`config.mk`:
```
export PLATFORM = sky130hd
export DESIGN_NAME = kugelblitz_offload_ctrl_flat
export DESIGN_NICKNAME = d
export VERILOG_FILES = /design/src/rtl/kugelblitz_offload_ctrl_if.sv /design/src/rtl/kugelblitz_offload_ctrl.sv /design/src/flat_wrapper.sv
export SDC_FILE = /design/constraint.sdc
export NUM_CORES = 1
export LEC_CHECK = 0
export BUFFER_PORTS_ARGS = -buffer_cell sky130_fd_sc_hd__buf_2
export CAP_MARGIN = 25
export CORE_AREA = 2 2 66 68
export DETAILED_ROUTE_END_ITERATION = 7
export DIE_AREA = 0 0 68 70
export PLACE_DENSITY = 0.82
export SETUP_SLACK_MARGIN = 0.2
export SLEW_MARGIN = 0
export SYNTH_ARGS = -nofsm -noshare
export SYNTH_HDL_FRONTEND = slang
export SYNTH_SLANG_ARGS = --single-unit
```
`constraint.sdc`:
```
create_clock -name clk -period 2.24 [get_ports clk]
set_clock_uncertainty 0.1 [all_clocks]
set_input_delay 0.448 -clock clk [delete_from_list [all_inputs] [get_ports clk]]
set_output_delay 0.448 -clock clk [all_outputs]
set_load 0.01 [all_outputs]
```
`src/rtl/kugelblitz_offload_ctrl_if.sv`:
```
// AXI-Lite register bus for kugelblitz_offload_ctrl.
// The master modport is the bus driver; the slave modport is the register block.
interface kugelblitz_offload_ctrl_if #(
    parameter int AXIL_ADDR_WIDTH = 8,
    parameter int AXIL_DATA_WIDTH = 32,
    parameter int AXIL_STRB_WIDTH = AXIL_DATA_WIDTH / 8
);
    logic [AXIL_ADDR_WIDTH-1:0] awaddr;
    logic [2:0]                 awprot;
    logic                       awvalid;
    logic                       awready;
    logic [AXIL_DATA_WIDTH-1:0] wdata;
    logic [AXIL_STRB_WIDTH-1:0] wstrb;
    logic                       wvalid;
    logic                       wready;
    logic [1:0]                 bresp;
    logic                       bvalid;
    logic                       bready;
    logic [AXIL_ADDR_WIDTH-1:0] araddr;
    logic [2:0]                 arprot;
    logic                       arvalid;
    logic                       arready;
    logic [AXIL_DATA_WIDTH-1:0] rdata;
    logic [1:0]                 rresp;
    logic                       rvalid;
    logic                       rready;

    modport master (
        output awaddr, awprot, awvalid, wdata, wstrb, wvalid, bready,
        output araddr, arprot, arvalid, rready,
        input  awready, wready, bresp, bvalid, arready, rdata, rresp, rvalid
    );

    modport slave (
        input  awaddr, awprot, awvalid, wdata, wstrb, wvalid, bready,
        input  araddr, arprot, arvalid, rready,
        output awready, wready, bresp, bvalid, arready, rdata, rresp, rvalid
    );
endinterface

```
`src/rtl/kugelblitz_offload_ctrl.sv`:
```
// kugelblitz_offload_ctrl: AXI-Lite register slave that holds per-lane offload
// requests and applies each one only at a frame boundary of that lane's stream.
// Optional build macro KUGELBLITZ_OFFLOAD_CTRL_CNT_EN adds per-lane frame
// counters and the CNT_CLR register; without it those addresses read 0 / OKAY.
//
// state    | meaning
// WR_IDLE  | waiting for awvalid & wvalid together
// WR_ACC   | awready/wready high, register written at end of this cycle
// WR_RESP  | bvalid high until bready
// RD_IDLE  | waiting for arvalid
// RD_ACC   | arready high, read data sampled at end of this cycle
// RD_RESP  | rvalid high until rready
module kugelblitz_offload_ctrl #(
    parameter int          LANE_COUNT      = 4,
    parameter int          AXIL_DATA_WIDTH = 32,
    parameter int          AXIL_ADDR_WIDTH = 8,
    parameter int          AXIL_STRB_WIDTH = AXIL_DATA_WIDTH / 8,
    parameter logic [31:0] ID_VALUE        = 32'h4B42_0001
) (
    input  logic                  clk,
    input  logic                  rst_n,
    kugelblitz_offload_ctrl_if.slave s_axil,
    input  logic [LANE_COUNT-1:0] lane_tvalid,
    input  logic [LANE_COUNT-1:0] lane_tready,
    input  logic [LANE_COUNT-1:0] lane_tlast,
    output logic [LANE_COUNT-1:0] offload_en,
    output logic [LANE_COUNT-1:0] lane_in_frame
);
    // STATUS packs each lane field into a 4-bit nibble, so LANE_COUNT <= 4
    localparam int WORD_W = AXIL_ADDR_WIDTH - 2;
    localparam logic [WORD_W-1:0] W_ID      = WORD_W'(0);
    localparam logic [WORD_W-1:0] W_CTRL    = WORD_W'(1);
    localparam logic [WORD_W-1:0] W_STATUS  = WORD_W'(2);
    localparam logic [WORD_W-1:0] W_CNT_CLR = WORD_W'(3);
    localparam logic [WORD_W-1:0] W_CNT0    = WORD_W'(4);
    localparam logic [WORD_W-1:0] W_END     = WORD_W'(4 + LANE_COUNT);
    localparam logic [1:0] RESP_OKAY   = 2'b00;
    localparam logic [1:0] RESP_SLVERR = 2'b10;

    typedef enum logic [1:0] {WR_IDLE, WR_ACC, WR_RESP} wr_state_e;
    typedef enum logic [1:0] {RD_IDLE, RD_ACC, RD_RESP} rd_state_e;

    wr_state_e wr_state_q, wr_state_d;
    rd_state_e rd_state_q, rd_state_d;
    logic awready_q, awready_d;
    logic bvalid_q, bvalid_d;
    logic [1:0] bresp_q, bresp_d;
    logic arready_q, arready_d;
    logic rvalid_q, rvalid_d;
    logic [1:0] rresp_q, rresp_d;
    logic [AXIL_DATA_WIDTH-1:0] rdata_q, rdata_d;
    logic [LANE_COUNT-1:0] req_en_q, req_en_d;
    logic [LANE_COUNT-1:0] offload_en_q, offload_en_d;
    logic [LANE_COUNT-1:0] in_frame_q, in_frame_d;

    logic [AXIL_ADDR_WIDTH-1:0] aw_addr, ar_addr;
    logic [AXIL_DATA_WIDTH-1:0] w_data;
    logic [AXIL_STRB_WIDTH-1:0] w_strb;
    logic [WORD_W-1:0] wr_word, rd_word;
    logic [AXIL_DATA_WIDTH-1:0] rd_val;
    logic [LANE_COUNT-1:0] beat, boundary;
    logic unused_bits;

    assign aw_addr = s_axil.awaddr;
    assign ar_addr = s_axil.araddr;
    assign w_data  = s_axil.wdata;
    assign w_strb  = s_axil.wstrb;
    assign wr_word = aw_addr[AXIL_ADDR_WIDTH-1:2];
    assign rd_word = ar_addr[AXIL_ADDR_WIDTH-1:2];

    assign unused_bits = ^{s_axil.awprot, s_axil.arprot, aw_addr[1:0], ar_addr[1:0],
                           w_data[AXIL_DATA_WIDTH-1:LANE_COUNT], w_strb[AXIL_STRB_WIDTH-1:1]};

    assign beat     = lane_tvalid & lane_tready;
    assign boundary = (~in_frame_q & ~beat) | (beat & lane_tlast);

`ifdef KUGELBLITZ_OFFLOAD_CTRL_CNT_EN
    logic cnt_clr;
    logic [31:0] frame_cnt [LANE_COUNT];

    for (genvar gi = 0; gi < LANE_COUNT; gi++) begin : g_cnt
        logic [31:0] frame_cnt_q, frame_cnt_d;

        // a clear in the same cycle as a tlast beat wins over the increment
        always_comb begin
            frame_cnt_d = frame_cnt_q;
            if (cnt_clr) begin
                frame_cnt_d = '0;
            end else if (beat[gi] & lane_tlast[gi]) begin
                frame_cnt_d = frame_cnt_q + 32'd1;
            end
        end

        // frame counter register
        always_ff @(posedge clk) begin
            if (!rst_n) begin
                frame_cnt_q <= '0;
            end else begin
                frame_cnt_q <= frame_cnt_d;
            end
        end

        assign frame_cnt[gi] = frame_cnt_q;
    end
`endif

    // frame tracking and boundary-aligned mode switch per lane
    always_comb begin
        in_frame_d   = in_frame_q;
        offload_en_d = offload_en_q;
        for (int i = 0; i < LANE_COUNT; i++) begin
            if (beat[i]) begin
                in_frame_d[i] = ~lane_tlast[i];
            end
            if (boundary[i]) begin
                offload_en_d[i] = req_en_q[i];
            end
        end
    end

    // write channel: accept aw+w together, write register, hold response
    always_comb begin
        wr_state_d = wr_state_q;
        awready_d  = 1'b0;
        bvalid_d   = bvalid_q;
        bresp_d    = bresp_q;
        req_en_d   = req_en_q;
`ifdef KUGELBLITZ_OFFLOAD_CTRL_CNT_EN
        cnt_clr    = 1'b0;
`endif
        unique case (wr_state_q)
            WR_IDLE: begin
                if (s_axil.awvalid && s_axil.wvalid) begin
                    wr_state_d = WR_ACC;
                    awready_d  = 1'b1;
                end
            end
            WR_ACC: begin
                wr_state_d = WR_RESP;
                bvalid_d   = 1'b1;
                bresp_d    = (wr_word < W_END) ? RESP_OKAY : RESP_SLVERR;
                if (wr_word == W_CTRL && w_strb[0]) begin
                    req_en_d = w_data[LANE_COUNT-1:0];
                end
`ifdef KUGELBLITZ_OFFLOAD_CTRL_CNT_EN
                if (wr_word == W_CNT_CLR) begin
                    cnt_clr = 1'b1;
                end
`endif
            end
            WR_RESP: begin
                if (s_axil.bready) begin
                    wr_state_d = WR_IDLE;
                    bvalid_d   = 1'b0;
                end
            end
            default: wr_state_d = WR_IDLE;
        endcase
    end

    // read data mux, evaluated in the arready cycle
    always_comb begin
        rd_val = '0;
        if (rd_word == W_ID) begin
            rd_val = ID_VALUE;
        end else if (rd_word == W_CTRL) begin
            rd_val[LANE_COUNT-1:0] = req_en_q;
        end else if (rd_word == W_STATUS) begin
            rd_val[LANE_COUNT-1:0]  = offload_en_q;
            rd_val[4 +: LANE_COUNT] = in_frame_q;
            rd_val[8 +: LANE_COUNT] = req_en_q ^ offload_en_q;
        end
`ifdef KUGELBLITZ_OFFLOAD_CTRL_CNT_EN
        for (int i = 0; i < LANE_COUNT; i++) begin
            if (rd_word == W_CNT0 + WORD_W'(i)) begin
                rd_val = frame_cnt[i];
            end
        end
`endif
    end

    // read channel: accept address, capture data, hold response
    always_comb begin
        rd_state_d = rd_state_q;
        arready_d  = 1'b0;
        rvalid_d   = rvalid_q;
        rresp_d    = rresp_q;
        rdata_d    = rdata_q;
        unique case (rd_state_q)
            RD_IDLE: begin
                if (s_axil.arvalid) begin
                    rd_state_d = RD_ACC;
                    arready_d  = 1'b1;
                end
            end
            RD_ACC: begin
                rd_state_d = RD_RESP;
                rvalid_d   = 1'b1;
                rdata_d    = rd_val;
                rresp_d    = (rd_word < W_END) ? RESP_OKAY : RESP_SLVERR;
            end
            RD_RESP: begin
                if (s_axil.rready) begin
                    rd_state_d = RD_IDLE;
                    rvalid_d   = 1'b0;
                end
            end
            default: rd_state_d = RD_IDLE;
        endcase
    end

    // all bus, request and lane-state flops; synchronous active-low reset
    always_ff @(posedge clk) begin
        if (!rst_n) begin
            wr_state_q   <= WR_IDLE;
            rd_state_q   <= RD_IDLE;
            awready_q    <= 1'b0;
            bvalid_q     <= 1'b0;
            bresp_q      <= RESP_OKAY;
            arready_q    <= 1'b0;
            rvalid_q     <= 1'b0;
            rresp_q      <= RESP_OKAY;
            rdata_q      <= '0;
            req_en_q     <= '0;
            offload_en_q <= '0;
            in_frame_q   <= '0;
        end else begin
            wr_state_q   <= wr_state_d;
            rd_state_q   <= rd_state_d;
            awready_q    <= awready_d;
            bvalid_q     <= bvalid_d;
            bresp_q      <= bresp_d;
            arready_q    <= arready_d;
            rvalid_q     <= rvalid_d;
            rresp_q      <= rresp_d;
            rdata_q      <= rdata_d;
            req_en_q     <= req_en_d;
            offload_en_q <= offload_en_d;
            in_frame_q   <= in_frame_d;
        end
    end

    assign s_axil.awready = awready_q;
    assign s_axil.wready  = awready_q;
    assign s_axil.bvalid  = bvalid_q;
    assign s_axil.bresp   = bresp_q;
    assign s_axil.arready = arready_q;
    assign s_axil.rvalid  = rvalid_q;
    assign s_axil.rresp   = rresp_q;
    assign s_axil.rdata   = rdata_q;
    assign offload_en     = offload_en_q;
    assign lane_in_frame  = in_frame_q;
endmodule

```
`src/flat_wrapper.sv`:
```
// flat-port wrapper written by rule: the top's interface ports become plain ports
module kugelblitz_offload_ctrl_flat 
#(
    parameter int          LANE_COUNT      = 4,
    parameter int          AXIL_DATA_WIDTH = 32,
    parameter int          AXIL_ADDR_WIDTH = 8,
    parameter int          AXIL_STRB_WIDTH = AXIL_DATA_WIDTH / 8,
    parameter logic [31:0] ID_VALUE        = 32'h4B42_0001
)
  (clk, rst_n, lane_tvalid, lane_tready, lane_tlast, offload_en, lane_in_frame, s_axil_awaddr, s_axil_awprot, s_axil_awvalid, s_axil_wdata, s_axil_wstrb, s_axil_wvalid, s_axil_bready, s_axil_araddr, s_axil_arprot, s_axil_arvalid, s_axil_rready, s_axil_awready, s_axil_wready, s_axil_bresp, s_axil_bvalid, s_axil_arready, s_axil_rdata, s_axil_rresp, s_axil_rvalid);
  kugelblitz_offload_ctrl_if #(.AXIL_ADDR_WIDTH(AXIL_ADDR_WIDTH), .AXIL_DATA_WIDTH(AXIL_DATA_WIDTH), .AXIL_STRB_WIDTH(AXIL_STRB_WIDTH)) s_axil_i ();
  input  logic clk;
  input  logic rst_n;
  input  logic [LANE_COUNT-1:0] lane_tvalid;
  input  logic [LANE_COUNT-1:0] lane_tready;
  input  logic [LANE_COUNT-1:0] lane_tlast;
  output logic [LANE_COUNT-1:0] offload_en;
  output logic [LANE_COUNT-1:0] lane_in_frame;
  input wire logic [$bits(s_axil_i.awaddr)-1:0] s_axil_awaddr;
  input wire logic [$bits(s_axil_i.awprot)-1:0] s_axil_awprot;
  input wire logic [$bits(s_axil_i.awvalid)-1:0] s_axil_awvalid;
  input wire logic [$bits(s_axil_i.wdata)-1:0] s_axil_wdata;
  input wire logic [$bits(s_axil_i.wstrb)-1:0] s_axil_wstrb;
  input wire logic [$bits(s_axil_i.wvalid)-1:0] s_axil_wvalid;
  input wire logic [$bits(s_axil_i.bready)-1:0] s_axil_bready;
  input wire logic [$bits(s_axil_i.araddr)-1:0] s_axil_araddr;
  input wire logic [$bits(s_axil_i.arprot)-1:0] s_axil_arprot;
  input wire logic [$bits(s_axil_i.arvalid)-1:0] s_axil_arvalid;
  input wire logic [$bits(s_axil_i.rready)-1:0] s_axil_rready;
  output wire logic [$bits(s_axil_i.awready)-1:0] s_axil_awready;
  output wire logic [$bits(s_axil_i.wready)-1:0] s_axil_wready;
  output wire logic [$bits(s_axil_i.bresp)-1:0] s_axil_bresp;
  output wire logic [$bits(s_axil_i.bvalid)-1:0] s_axil_bvalid;
  output wire logic [$bits(s_axil_i.arready)-1:0] s_axil_arready;
  output wire logic [$bits(s_axil_i.rdata)-1:0] s_axil_rdata;
  output wire logic [$bits(s_axil_i.rresp)-1:0] s_axil_rresp;
  output wire logic [$bits(s_axil_i.rvalid)-1:0] s_axil_rvalid;
  assign s_axil_i.awaddr = s_axil_awaddr;
  assign s_axil_i.awprot = s_axil_awprot;
  assign s_axil_i.awvalid = s_axil_awvalid;
  assign s_axil_i.wdata = s_axil_wdata;
  assign s_axil_i.wstrb = s_axil_wstrb;
  assign s_axil_i.wvalid = s_axil_wvalid;
  assign s_axil_i.bready = s_axil_bready;
  assign s_axil_i.araddr = s_axil_araddr;
  assign s_axil_i.arprot = s_axil_arprot;
  assign s_axil_i.arvalid = s_axil_arvalid;
  assign s_axil_i.rready = s_axil_rready;
  assign s_axil_awready = s_axil_i.awready;
  assign s_axil_wready = s_axil_i.wready;
  assign s_axil_bresp = s_axil_i.bresp;
  assign s_axil_bvalid = s_axil_i.bvalid;
  assign s_axil_arready = s_axil_i.arready;
  assign s_axil_rdata = s_axil_i.rdata;
  assign s_axil_rresp = s_axil_i.rresp;
  assign s_axil_rvalid = s_axil_i.rvalid;
  kugelblitz_offload_ctrl #(.LANE_COUNT(LANE_COUNT), .AXIL_DATA_WIDTH(AXIL_DATA_WIDTH), .AXIL_ADDR_WIDTH(AXIL_ADDR_WIDTH), .AXIL_STRB_WIDTH(AXIL_STRB_WIDTH), .ID_VALUE(ID_VALUE)) u_core (.clk(clk), .rst_n(rst_n), .s_axil(s_axil_i), .lane_tvalid(lane_tvalid), .lane_tready(lane_tready), .lane_tlast(lane_tlast), .offload_en(offload_en), .lane_in_frame(lane_in_frame));
endmodule
```
# Word level (Yosys, flattened, before mapping)
# Index checks and enable logic that the tools add are counted.
# classes
order_cmp	2
n_eq_ne	11
mux	19
n_bitwise	11
n_reduce_logical	14
# ops
operator	n
$mux 12	2
$mux 19	1
$reduce_and 2->1	7
$and 4x4->4	3
$eq 6x1->1 const B	2
$lt 6x4->1 const B	2
$mux 2	6
$pmux 2 s3	2
$mux 8	1
$not 4->4	2
$eq 6x2->1 const B	1
$logic_not 6->1	1
$ne 2x2->1 const B	3
$eq 2x1->1 const B	2
$eq 2x2->1 const B	2
$logic_not 2->1	2
$mux 1	4
$mux 4	1
$not 1->1	4
$or 4x4->4	1
$pmux 1 s2	2
$reduce_bool 2->1	2
$xor 4x4->4	1
$logic_and 1x1->1	2
$ne 2x1->1 const B	1
# word_totals
register_bits	56
inputBits	77
wordCells	75

# Longest topological paths before layout
# Gate-level depths: netlist of run 1.
# depth
ltp_word	4
ltp_mapped	4
mapped_depth_nobuf	3

# Least setup slack after synthesis of run 1
# No wires, ideal clock.
# synth_timing
path_kind	input -> register
from	input s_axil_araddr[4]
to	register u_core.rdata_q[11] (netlist: u_core.s_axil.rdata[11])
setup_time_ns	0.087
t_arrival_ns	1.186
required_ns	2.053
setup_slack_ns	0.867
cell_stages	3
cell_sequence	nor4_4 > nand3_4 > o31ai_1
# synth_via
elab_chain_cells	4
# synth_lines
element	line_no	text
start: declaration	flat_wrapper.sv:26	input wire logic [$bits(s_axil_i.araddr)-1:0] s_axil_araddr;
$eq 6x2->1	kugelblitz_offload_ctrl.sv:168	end else if (rd_word == W_STATUS) begin
$mux 12	kugelblitz_offload_ctrl.sv:168	
$mux 8	kugelblitz_offload_ctrl.sv:166	end else if (rd_word == W_CTRL) begin
$mux 12 (*)	kugelblitz_offload_ctrl.sv:164	if (rd_word == W_ID) begin
end signal: assignment	kugelblitz_offload_ctrl.sv:236	rdata_q <= rdata_d;
end: declaration	kugelblitz_offload_ctrl.sv:51	logic [AXIL_DATA_WIDTH-1:0] rdata_q, rdata_d;
# Mark *: on every way between the ends. The rest lies on a longest branch, timed or not.
# A chain may end at the register's enable or synchronous reset.

# Final worst setup path of run 1
# layout_timing
from	input rst_n
to	register u_core.wr_state_q[0]
# layout_rtl
element	line_no	text
start: declaration	flat_wrapper.sv:13	input logic rst_n;
end signal: assignment	kugelblitz_offload_ctrl.sv:228	wr_state_q <= wr_state_d;
end: declaration	kugelblitz_offload_ctrl.sv:43	wr_state_e wr_state_q, wr_state_d;
# No word-level cell between the ends.

==> results of run 1 <==
## how the worst min path moves through the flow
stage,start,end,slack (ps),cells past startpoint
finish,s_axil_wdata[2],u_core.req_en_q[2]$_SDFFE_PN0P_,300,3
global route,s_axil_wvalid,u_core.s_axil.awready$_SDFF_PN0_,310,3
CTS,s_axil_wdata[3],u_core.req_en_q[3]$_SDFFE_PN0P_,300,3
detailed placement,u_core.s_axil.rdata[0]$_SDFFE_PN0P_,u_core.s_axil.rdata[0]$_SDFFE_PN0P_,350,2
global placement,u_core.s_axil.rdata[0]$_SDFFE_PN0P_,u_core.s_axil.rdata[0]$_SDFFE_PN0P_,350,2
floorplan,u_core.wr_state_q[1]$_SDFFE_PN0P_,u_core.s_axil.awready$_SDFF_PN0_,350,1
## power by group through the flow
stage | Combinational [mW] | Clock [mW] | Sequential (mW)
2_1_floorplan | 0.0904 | 0 | 0.666
3_3_place_gp | 0.125 | 0 | 0.662
3_5_place_dp | 0.127 | 0 | 0.662
4_1_cts | 0.128 | 0.510 | 0.648
5_1_grt | 0.145 | 0.528 | 0.650
6_report | 0.127 | 0.499 | 0.648
## cells in the final DEF (no fill, tap or decap)
cell | Yosys | layout
and3b_1 | 6 | 6
o21ai_0 | 17 | 17
nor4bb_1 | 1 | 1
inv_1 | 1 | 1
mux2i_1 | 4 | 4
o31ai_1 | 4 | 4
nor3b_1 | 1 | 1
conb_1 | 1 | 16
nand3_1 | 16 | 16
dfxtp_1 | 35 | 35
clkbuf_8 | 2 | 7
buf_4 | 22 | 2
or3b_2 | 5 | 5
nand3_4 | 1 | 1
nand2_1 | 13 | 13
and3_1 | 5 | 5
a21oi_1 | 12 | 12
nor4_1 | 3 | 3
nand3b_1 | 2 | 2
nand2b_1 | 2 | 2
nor2b_1 | 2 | 2
and2b_1 | 1 | 1
nor4_4 | 1 | 1
clkbuf_1 | 1 | 1
xnor2_1 | 4 | 4
nor2_1 | 6 | 6
o2111ai_1 | 1 | 1
clkinv_1 | 1 | 1
buf_2 | 0 | 68
nor3_1 | 8 | 8
## cells by family after synthesis
kind of cell / count (synthesis)
compound gates: 34
xor+xnor: 4
buf+inv: 31
flops: 35
mux: 4
other cells: 1
simple gates: 73
## state kept, by name, summed over array words and instances (netlist names)
signal / cells
u_core.s_axil.rdata: 13
u_core.lane_in_frame: 4
u_core.offload_en: 4
u_core.req_en_q: 4
u_core.rd_state_q: 2
u_core.wr_state_q: 2
u_core.s_axil.arready: 1
u_core.s_axil.awready: 1
u_core.s_axil.bresp: 1
u_core.s_axil.bvalid: 1
u_core.s_axil.rresp: 1
u_core.s_axil.rvalid: 1
## worst max-delay path, stage by stage
cell and delay [ps]:
buf_2 190, clkinv_1 450, nor4_1 380
## routing by layer
layer  share of wire (%)  GRT usage, %  vias up
met3                 8.5          5.96        6
met1                  43          19.7      636
met5                   0             0        -
li1                    -             -      731
met4                 1.3          4.67        0
met2                  47          23.5       46
## layout make-up
type                       instances  area, um^2
inverter                           2        7.51
sequential                        35         701
timing repair buffer              70         355
multi-input combinational        131         761
tap                               52        65.1
fill                             425        2150
clock buffer                       8         100
## per-stage QoR
stage	setup slack [ps]	util [%]
2_1_floorplan	867	-
3_3_place_gp	613	45.6
3_5_place_dp	569	45.6
4_1_cts	844	48.0
5_1_grt	682	48.0
6_report	837	48.0
==> metrics.md, run 1 <==
| Metric | Value |
|---|---|
| Die Wd | 68 um |
| DP Area | 1890 um^2 |
| Comb pwr share | 10.0% |
| Fmax | 0.713 GHz |
| Top cell type's share of synthesized area | 42.7% |
| DR pass1 iterations | 4 |
| Drt via density | 4.76 |
| Pwr per Cell Area | 641 nW/um^2 |
| Max-cap violations | 0 |
| Iteration-0 DRC count of the detailed router | 93 |
| Sw Share | 24.0% |
| Mapped Avg Cell Area | 9.02 um^2 |
| Die footprint | 4760 um^2 |
| Largest family of logic cells by synthesized area | simple AND/OR/NAND/NOR gates |
| Hold_buf cts | 0 |
| RSZ-0062 raised after global routing | false |
| Total grt overflow | 0 |
| # Post-CTS Setup Buffers | 0 |
| FF-to-FF End | u_core.s_axil.rresp[1]$_SDFFE_PN0P_ |
| Post-synth top area cell | dfxtp_1 |
| Top-count cell post-synth | dfxtp_1 |
| Status | complete, no violations |
| Clock H-tree levels | 2 |
| Sequential share of power | 50.9% |
| Area growth syn-to-layout | 21.2% |
| Multiplexer share of the synthesized area | 2.44% |
| Total power | 1.27 mW |
| Core ar. | 4140 um^2 |
| LEAKAGE | 0.922 nW |
| Routed Antenna Nets | 0 |
| Gp weighted congestion | 0.751 |
| Ports | 126 |
| Largest net degree at the start of global routing | 18 |
| Setup crit start kind | input port |
| Post-synthesis compound-gate area fraction | 11.2% |
| Total CTS buffers | 5 |
| Routed WL | 3390 um |
| Routed via count | 1,419 |
| CP max FO | 17 |
| Routed len/inst | 11.4 um |
| Post-Synth Adder-Cell Area | 0% |
| Slew of the pin with the lowest slew margin | 560 ps |
| Initial antenna violation count | 0 |
| Crit end category | register |
| Placed cells | 290 |
| Final hold violations | 0 |
| Clock sinks | 35 |
| Netlist area before placement | 1640 um^2 |
| DIE HEIGHT | 70 um |
| Hold Slack | 304 ps |
| Synth top area cells | dfxtp_1 (43%), buf_4 (10%), o21ai_0 (5.2%) |
| Post-Synth XOR/XNOR Area | 2.13% |
| Clock power share | 39.2% |
| Fraction of layout instances using a drive strength above 1 | 34.1% |
| Number of synthesis warnings | 0 |
| Max-slew headroom | 62.7% |
| Worst setup path endpoint | u_core.wr_state_q[0]$_SDFFE_PN0P_ |
| CTS tree | done |
| Register area share after synthesis | 42.7% |
| First-pass GRT wire length | 5640 um |
| Vias in the first global route | 1,235 |
| Finished Layout Cells | 298 |
| FF-to-FF setup slack | 880 ps |
| Clock slew at reported path FFs | 70 ps |
| Post-synth top cells | dfxtp_1 (35), buf_4 (22), o21ai_0 (17) |
| Tot GR Track Use | 15.4% |
| Critical Path RT | 2320 ps |
| # diodes | 0 |
| Final HPWL DP | 2660 um |
| Tmin final | 1400 ps |
| Main flop type after synthesis | dfxtp_1 |
| Synthesized instance count | 182 |
| Post-synth ARST share | 0% |
| Setup_tns | 0 ps |
| Yosys cell types | 33 |
| Worst reg-to-reg path cell count | 3 |
| Post-route cell area | 1990 um^2 |
| Worst Hold Class | input port to register |
| IO Port Bufs | 68 |
| Starting Density | 39.6% |
| Layout Nets | 322 |
| Post-synth EDFFs | 0 |
| Max clock buf depth | 2 |
| CTS Root Cell | clkbuf_8 |
| Internal | 0.969 mW |
| Rows | 24 |
| Worst VDD drop | 0.000261 V |
| FF+latch count, synth | 35 |
| Post_cts resized | 0 |
| Fin. max-slew vios | 0 |
| Final Cycle Share | 62.6% |
| Worst-Skew Late Latency | 280 ps |
| NetSw | 0.306 mW |
| Setup-failing EPs final | 0 |
| Crit Path Category | input port to register |
| Worst setup path start | rst_n |
| Worst r2r src | u_core.rd_state_q[1]$_SDFFE_PN0P_ |
| WP data arrival | 1480 ps |
| Post-Synth Simple-Gate Area | 26.9% |
| Drc violations | 0 |
Note: power is estimated with default switching activity, not from simulation.
==> inputs of run 2 (changes only) <==
--- a/config.mk
+++ b/config.mk
@@ -7,10 +7,10 @@
 export LEC_CHECK = 0
 export BUFFER_PORTS_ARGS = -buffer_cell sky130_fd_sc_hd__buf_2
 export CAP_MARGIN = 25
-export CORE_AREA = 2 2 66 68
+export CORE_AREA = 2 2 68 70
 export DETAILED_ROUTE_END_ITERATION = 7
-export DIE_AREA = 0 0 68 70
-export PLACE_DENSITY = 0.82
+export DIE_AREA = 0 0 70 72
+export PLACE_DENSITY = 0.78
 export SETUP_SLACK_MARGIN = 0.2
 export SLEW_MARGIN = 0
 export SYNTH_ARGS = -nofsm -noshare
==> constraint.sdc (replaced) <==
create_clock -name clk -period 1.41 [get_ports clk]
set_clock_uncertainty 0.1 [all_clocks]
set_input_delay 0.282 -clock clk [delete_from_list [all_inputs] [get_ports clk]]
set_output_delay 0.282 -clock clk [all_outputs]
set_load 0.01 [all_outputs]
==> run 2 against run 1 <==
  * Highest routed layer unchanged
  * Non-clock buffer count is 7 higher
  * Utilization is 1.6 points higher
  * Via count is 2.0% higher
  * Count of clock-buffer cells in the layout is 2 lower
  * Critical path type is now register to register
  * Critical path depth is 1 lower
  * Critical endpoint is now u_core.rd_state_q[1]$_SDFFE_PN0P_
==> metrics.md, run 2 (synthesized netlist as in run 1, its figures left out) <==
| Metric | Value |
|---|---|
| Initial antenna violation count | 0 (unchanged) |
| Clock slew at reported path FFs | 70 ps (about the same) |
| Clock H-tree levels | 2 (unchanged) |
| Ports | 126 (unchanged) |
| Setup crit start kind | register (was input port) |
| CP max FO | 6 (was 17) |
| Max-cap violations | 0 (unchanged) |
| Hold_buf cts | 0 (unchanged) |
| Commonest cells after routing, fill and taps aside | buf_2 (68), dfxtp_1 (23), nand3_1 (16), conb_1 (16), o21ai_0 (15) (was buf_2 (68), dfxtp_1 (35), o21ai_0 (17)) |
| Pwr per Cell Area | 1040 nW/um^2 (was 641 nW/um^2) |
| Total grt overflow | 0 (unchanged) |
| # diodes | 0 (unchanged) |
| Worst Hold Class | input port to register (unchanged) |
| Global Route met1 Usage | 17.4% (was 19.7%) |
| Area taken by flip-flops and latches | 718 um^2 (was 701 um^2) |
| Fmax | 0.838 GHz |
| Tmin final | 1190 ps |
| DIE HEIGHT | 72 um (was 70 um) |
| Max clock buf depth | 2 (unchanged) |
| DR pass1 iterations | 4 (unchanged) |
| Worst-Skew Late Latency | 300 ps (was 280 ps) |
| Final core occ | 49.6% (was 48.0%) |
| Vias in the first global route | 1,258 (was 1,235) |
| Total CTS buffers | 5 (unchanged) |
| Final HPWL DP | 2720 um (was 2660 um) |
| Largest net degree at the start of global routing | 18 (unchanged) |
| Core ar. | 4260 um^2 (was 4140 um^2) |
| Commonest non-fill, non-tap cell in the layout | buf_2 (unchanged) |
| Tot GR Track Use | 14.2% (was 15.4%) |
| Status | complete, no violations (unchanged) |
| Area growth syn-to-layout | 28.8% (was 21.2%) |
| Worst VDD drop | 0.000433 V (was 0.000261 V) |
| Fin. max-slew vios | 0 (unchanged) |
| LEAKAGE | 0.979 nW (was 0.922 nW) |
| Clock sinks | 35 (unchanged) |
| Die footprint | 5040 um^2 (was 4760 um^2) |
| Setup-failing EPs final | 0 (unchanged) |
| Fill cells | 418 (was 425) |
| Final Cycle Share | 84.7% |
| Routed Antenna Nets | 0 (unchanged) |
| Routed WL | 3630 um (was 3390 um) |
| First-pass GRT wire length | 5710 um (was 5640 um) |
| Gp weighted congestion | 0.765 (was 0.751) |
| Die Wd | 70 um (was 68 um) |
| Crit Path Category | register to register (was input port to register) |
| Crit end category | register (unchanged) |
| Multi-input gate area | 798 um^2 (was 761 um^2) |
| Final hold violations | 0 (unchanged) |
| RSZ-0062 raised after global routing | true (was false) |
| Starting Density | 38.5% (was 39.6%) |
| IO Port Bufs | 68 (unchanged) |
| Routed via count | 1,447 (was 1,419) |
| Critical Path RT | 1530 ps (was 2320 ps) |
| Iteration-0 DRC count of the detailed router | 97 (was 93) |
| GRT busiest layer | met2 (unchanged) |
| Drt via density | 4.74 (was 4.76) |
| CTS tree | done (unchanged) |
| Met2 Usage GRT | 22.9% (was 23.5%) |
| Met3 Use GR | 5.28% (was 5.96%) |
| Max FFs per register | 13 (unchanged) |
| Layout Nets | 329 (was 322) |
| CTS Root Cell | clkbuf_8 (unchanged) |
| Routed len/inst | 11.9 um (was 11.4 um) |
| Setup_tns | 0 ps (unchanged) |
| WP data arrival | 1310 ps (was 1480 ps) |
| Fraction of layout instances using a drive strength above 1 | 43.9% (was 34.1%) |
| Rows | 24 (unchanged) |
| Drc violations | 0 (unchanged) |
run 2: changes by cell type in the layout (fill, tap and decap cells not counted), sizes merged:
cell	previous run	this run
clkbuf	8	6
bufinv	0	1
buf	70	77
clkinv	1	2
run 2: what timing repair did:
item                                    4_1_cts  5_1_grt
setup buffers                                 0        3
endpoints found under the setup margin       34       25
endpoints found under the hold margin         0        0
pin swaps                                     0        3
gates resized for setup                      11       15
run 2: critical path: stages, from the launching register on:
cell and delay, ps:
dfxtp_2 400, or3b_2 450, a21oi_1 170
run 2: worst paths after layout:
| path | start | end | slack [ps] | cells past startpoint |
|---|---|---|---|---|
| max | u_core.rd_state_q[1]$_SDFFE_PN0P_ | u_core.rd_state_q[1]$_SDFFE_PN0P_ | 220 | 2 |
| min | s_axil_arvalid | u_core.rd_state_q[0]$_SDFFE_PN0P_ | 120 | 3 |
| max reg2reg | u_core.rd_state_q[1]$_SDFFE_PN0P_ | u_core.rd_state_q[1]$_SDFFE_PN0P_ | 220 | 2 |
| min reg2reg | u_core.wr_state_q[1]$_SDFFE_PN0P_ | u_core.wr_state_q[0]$_SDFFE_PN0P_ | 350 | 1 |
run 2: final cells by class:
| cell class | count | area share, % |
|---|---|---|
| well taps | 52 | 3.08 |
| clock buffers | 6 | 3.91 |
| repair buffers | 77 | 19.3 |
| multi-input cells | 131 | 37.8 |
| clock inverters | 2 | 1.66 |
| inverters | 2 | 0.355 |
| flip-flops and latches | 35 | 34.0 |
run 2: routing by layer:
metal	vias to the layer above	wire, um
li1	742	-
met2	47	1730
met3	6	255
met5	-	0
met1	652	1580
met4	0	54
run 2: metrics by stage:
step           instances  setup WS (ps)  hold WS, ps  instance area (um^2)  total power [mW]
3_5_place_dp         294           18.1          348                  1920              1.26
5_1_grt              305            163          126                  2110              2.28
6_report             305            216          117                  2110              2.20
2_1_floorplan        197            203          324                  1700              1.20
4_1_cts              302            175          122                  2050              2.19
3_3_place_gp         294           28.7          350                  1920              1.26
run 2: where the power goes:
| group | switching, mW | internal [mW] | total, mW |
|---|---|---|---|
| combinational | 0.129 | 0.0960 | 0.224 |
| sequential | 0.0201 | 1.01 | 1.03 |
| clock | 0.371 | 0.572 | 0.943 |
| total | 0.520 | 1.68 | 2.20 |
==> inputs of run 3 (changes only) <==
--- a/config.mk
+++ b/config.mk
@@ -5,12 +5,13 @@
 export SDC_FILE = /design/constraint.sdc
 export NUM_CORES = 1
 export LEC_CHECK = 0
+export ABC_AREA = 1
 export BUFFER_PORTS_ARGS = -buffer_cell sky130_fd_sc_hd__buf_2
 export CAP_MARGIN = 25
-export CORE_AREA = 2 2 68 70
+export CORE_AREA = 2 2 71 73
 export DETAILED_ROUTE_END_ITERATION = 7
-export DIE_AREA = 0 0 70 72
-export PLACE_DENSITY = 0.78
+export DIE_AREA = 0 0 73 75
+export PLACE_DENSITY = 0.75
 export SETUP_SLACK_MARGIN = 0.2
 export SLEW_MARGIN = 0
 export SYNTH_ARGS = -nofsm -noshare
==> constraint.sdc (replaced) <==
create_clock -name clk -period 1.03 [get_ports clk]
set_clock_uncertainty 0.1 [all_clocks]
set_input_delay 0.206 -clock clk [delete_from_list [all_inputs] [get_ports clk]]
set_output_delay 0.206 -clock clk [all_outputs]
set_load 0.01 [all_outputs]
==> run 3 against run 2 <==
  * The flow now finishes with violations (setup timing)
  * Sequential share of layout area decreased by 8.6 points
  * Critical path depth increased by 4
  * Global-route usage increased by 2.3 points
  * Design area increased by 40%
  * Die area increased by 8.6%
  * Worst setup slack got worse by 350 ps
  * Synthesized area increased by 1.1%
  * Sequential cell count unchanged
  * Combinational power increased to 2.8 times the previous value
  * Highest routed layer unchanged
==> metrics.md, run 3 <==
| Metric | Value |
|---|---|
| Layout Nets | 394 (was 329) |
| Synth top area cells | dfxtp_1 (42%), buf_4 (9.9%), nand2_1 (9.7%) (was dfxtp_1 (43%), buf_4 (10%), o21ai_0 (5.2%)) |
| CP max FO | 4 (was 6) |
| Final hold violations | 0 (unchanged) |
| # diodes | 0 (unchanged) |
| Core ar. | 4660 um^2 (was 4260 um^2) |
| Worst-Skew Late Latency | 290 ps (was 300 ps) |
| Clock sinks | 35 (unchanged) |
| Total CTS buffers | 5 (unchanged) |
| Yosys cell types | 29 (was 33) |
| DR pass1 iterations | 4 (unchanged) |
| Fmax | 0.861 GHz (was 0.838 GHz) |
| Total grt overflow | 0 (unchanged) |
| Die footprint | 5480 um^2 (was 5040 um^2) |
| Initial antenna violation count | 0 (unchanged) |
| Top cell type's share of synthesized area | 42.2% (was 42.7%) |
| Die Wd | 73 um (was 70 um) |
| Worst Slack Setup Final | -132 ps (was 216 ps) |
| Routed via count | 1,742 (was 1,447) |
| Routed Antenna Nets | 0 (unchanged) |
| Iteration-0 DRC count of the detailed router | 68 (was 97) |
| Largest net degree at the start of global routing | 22 (was 18) |
| Post-synth top area cell | dfxtp_1 (unchanged) |
| Hold Slack | 15.9 ps (was 117 ps) |
| Mapped Avg Cell Area | 7.76 um^2 (was 9.02 um^2) |
| Routed len/inst | 12.8 um (was 11.9 um) |
| Status | finished with violations (was complete, no violations) |
| WP data arrival | 1250 ps (was 1310 ps) |
| Max FFs per register | 13 (unchanged) |
| LEAKAGE | 1.41 nW (was 0.979 nW) |
| CTS Root Cell | clkbuf_8 (unchanged) |
| Main flop type after synthesis | dfxtp_1 (unchanged) |
| Max-cap violations | 0 (unchanged) |
| Rows | 25 (was 24) |
| Gp weighted congestion | 0.751 (was 0.765) |
| Commonest non-fill, non-tap cell in the layout | buf_6 (was buf_2) |
| CP max stage delay | 320 ps (was 450 ps) |
| Commonest cells after routing, fill and taps aside | buf_6 (47), buf_2 (36), nand2_1 (28) (was buf_2 (68), dfxtp_1 (23), nand3_1 (16), conb_1 (16), o21ai_0 (15)) |
| Setup crit start kind | register (unchanged) |
| RSZ-0062 raised after global routing | true (unchanged) |
| Routed WL | 4760 um (was 3630 um) |
| CP delay by family, top | simple AND/OR/NAND/NOR gates (unchanged) |
| DIE HEIGHT | 75 um (was 72 um) |
| First-pass GRT wire length | 6820 um (was 5710 um) |
| Tot GR Track Use | 16.5% (was 14.2%) |
| Fin. max-slew vios | 0 (unchanged) |
| Fill cells | 384 (was 418) |
| Drt via density | 4.68 (was 4.74) |
| Crit end category | register (unchanged) |
| CTS tree | done (unchanged) |
| Final HPWL DP | 2950 um (was 2720 um) |
| Fraction of layout instances using a drive strength above 1 | 66.0% (was 43.9%) |
| Starting Density | 35.6% (was 38.5%) |
| Final Cycle Share | 113% (was 84.7%) |
| IO Port Bufs | 68 (unchanged) |
| CP bufs+invs | 1 (was 0) |
| Worst Hold Class | input port to register (unchanged) |
| Cell mode on critical path | nor2_1 |
| Post-synth ARST share | 0% (unchanged) |
| Clock H-tree levels | 2 (unchanged) |
| Top-count cell post-synth | nand2_1 (was dfxtp_1) |
| Number of synthesis warnings | 0 (unchanged) |
| Max clock buf depth | 2 (unchanged) |
| Setup-failing EPs final | 42 (was 0) |
| FF+latch count, synth | 35 (unchanged) |
| Critical-path cell list | inv_2 -> nand2_4 -> nor2_4 -> nand4_1 -> nor2_1 -> nor2_1 (was or3b_2 -> a21oi_1) |
| Post-synth EDFFs | 0 (unchanged) |
| Critical Path RT | 1120 ps (was 1530 ps) |
| Area growth syn-to-layout | 77.9% (was 28.8%) |
| Register area share after synthesis | 42.2% (was 42.7%) |
| CP max stage cell | dfxtp_2 (was or3b_2) |
| Worst VDD drop | 0.000688 V (was 0.000433 V) |
| Drc violations | 0 (unchanged) |
| Failing checks | setup timing |
| Hold_buf cts | 0 (unchanged) |
| Tmin final | 1160 ps (was 1190 ps) |
| Pre-CTS WS | -205 ps (was 18.1 ps) |
| Netlist area before placement | 1660 um^2 (was 1640 um^2) |
| Crit Path Category | register to register (unchanged) |
| Pwr per Cell Area | 1200 nW/um^2 (was 1040 nW/um^2) |
| Synthesized instance count | 214 (was 182) |
| Vias in the first global route | 1,573 (was 1,258) |
| Ports | 126 (unchanged) |
| Post-synth top cells | nand2_1 (43), dfxtp_1 (35), nor2_1 (27) (was dfxtp_1 (35), buf_4 (22), o21ai_0 (17)) |
| Total power | 3.54 mW (was 2.20 mW) |
| Clock slew at reported path FFs | 70 ps (about the same) |
[run 3: cell types whose count changed in the layout (fill, tap and decap cells not counted), sizes merged, moves of 10 or more]
cell,change
nor2,+26
nand2,+33
buf,+31
a21oi,+12
nand3,-14
nand4,+10
o21ai,-10
inv,+16
[run 3: cell families after synthesis]
family / count (synthesis) / synth area share [%]
and+or+nand+nor: 97 / 28.6
buffers and inverters: 44 / 15.6
DFF: 35 / 42.2
AOI/OAI and AO/OA: 33 / 11.2
xor gates and xnor gates: 4 / 2.11
other: 1 / 0.226
[run 3: per-layer routing]
layer	GRT usage (%)	vias up	part of all wire, %
li1	-	858	-
met1	17.8	813	38
met2	29.1	61	54
met3	5.22	10	5.9
met4	8.23	0	2.1
met5	0	-	0
[run 3: repair_timing]
item                                    4_1_cts  5_1_grt
setup buffers                                17       10
gates cloned                                  1        0
endpoints found under the setup margin       60       67
pin swaps                                    23       22
resized for setup                            95       39
[run 3: power by group]
part	leakage [nW]	switching, mW	internal, mW
logic	1.05	0.318	0.316
clock network	0.0654	0.494	0.967
registers	0.300	0.0458	1.40
total	1.41	0.858	2.68
[run 3: layout make-up]
class	count	area [um^2]	share of cell area, %
tap	54	67.6	2.29
timing repair buffer	108	922	31.2
multi-input combinational	150	1010	34.1
clock inverter	2	60.1	2.03
inverter	17	73.8	2.50
sequential	35	751	25.4
clock buffer	6	72.6	2.46
[run 3: worst paths after layout]
path,slack (ps),end,from,cells past startpoint
max reg2reg,-130,u_core.req_en_q[0]$_SDFFE_PN0P_,u_core.wr_state_q[1]$_SDFFE_PN0P_,6
min,20,u_core.s_axil.bvalid$_SDFFE_PN0P_,s_axil_bready,2
max,-130,u_core.req_en_q[0]$_SDFFE_PN0P_,u_core.wr_state_q[1]$_SDFFE_PN0P_,6
min reg2reg,380,u_core.s_axil.rdata[9]$_SDFFE_PN0P_,u_core.s_axil.rdata[9]$_SDFFE_PN0P_,2
[run 3: stage by stage]
stage | instance area [um^2] | instances | setup TNS (ps) | util, %
after detailed placement | 2080 | 336 | -2690 | 44.6
after global routing | 2950 | 372 | -3360 | 63.4
final | 2950 | 372 | -1570 | 63.4
after global placement | 2080 | 336 | -2190 | 44.6
after floorplan | 1770 | 229 | -9.56 | -
after CTS | 2720 | 362 | -1250 | 58.4
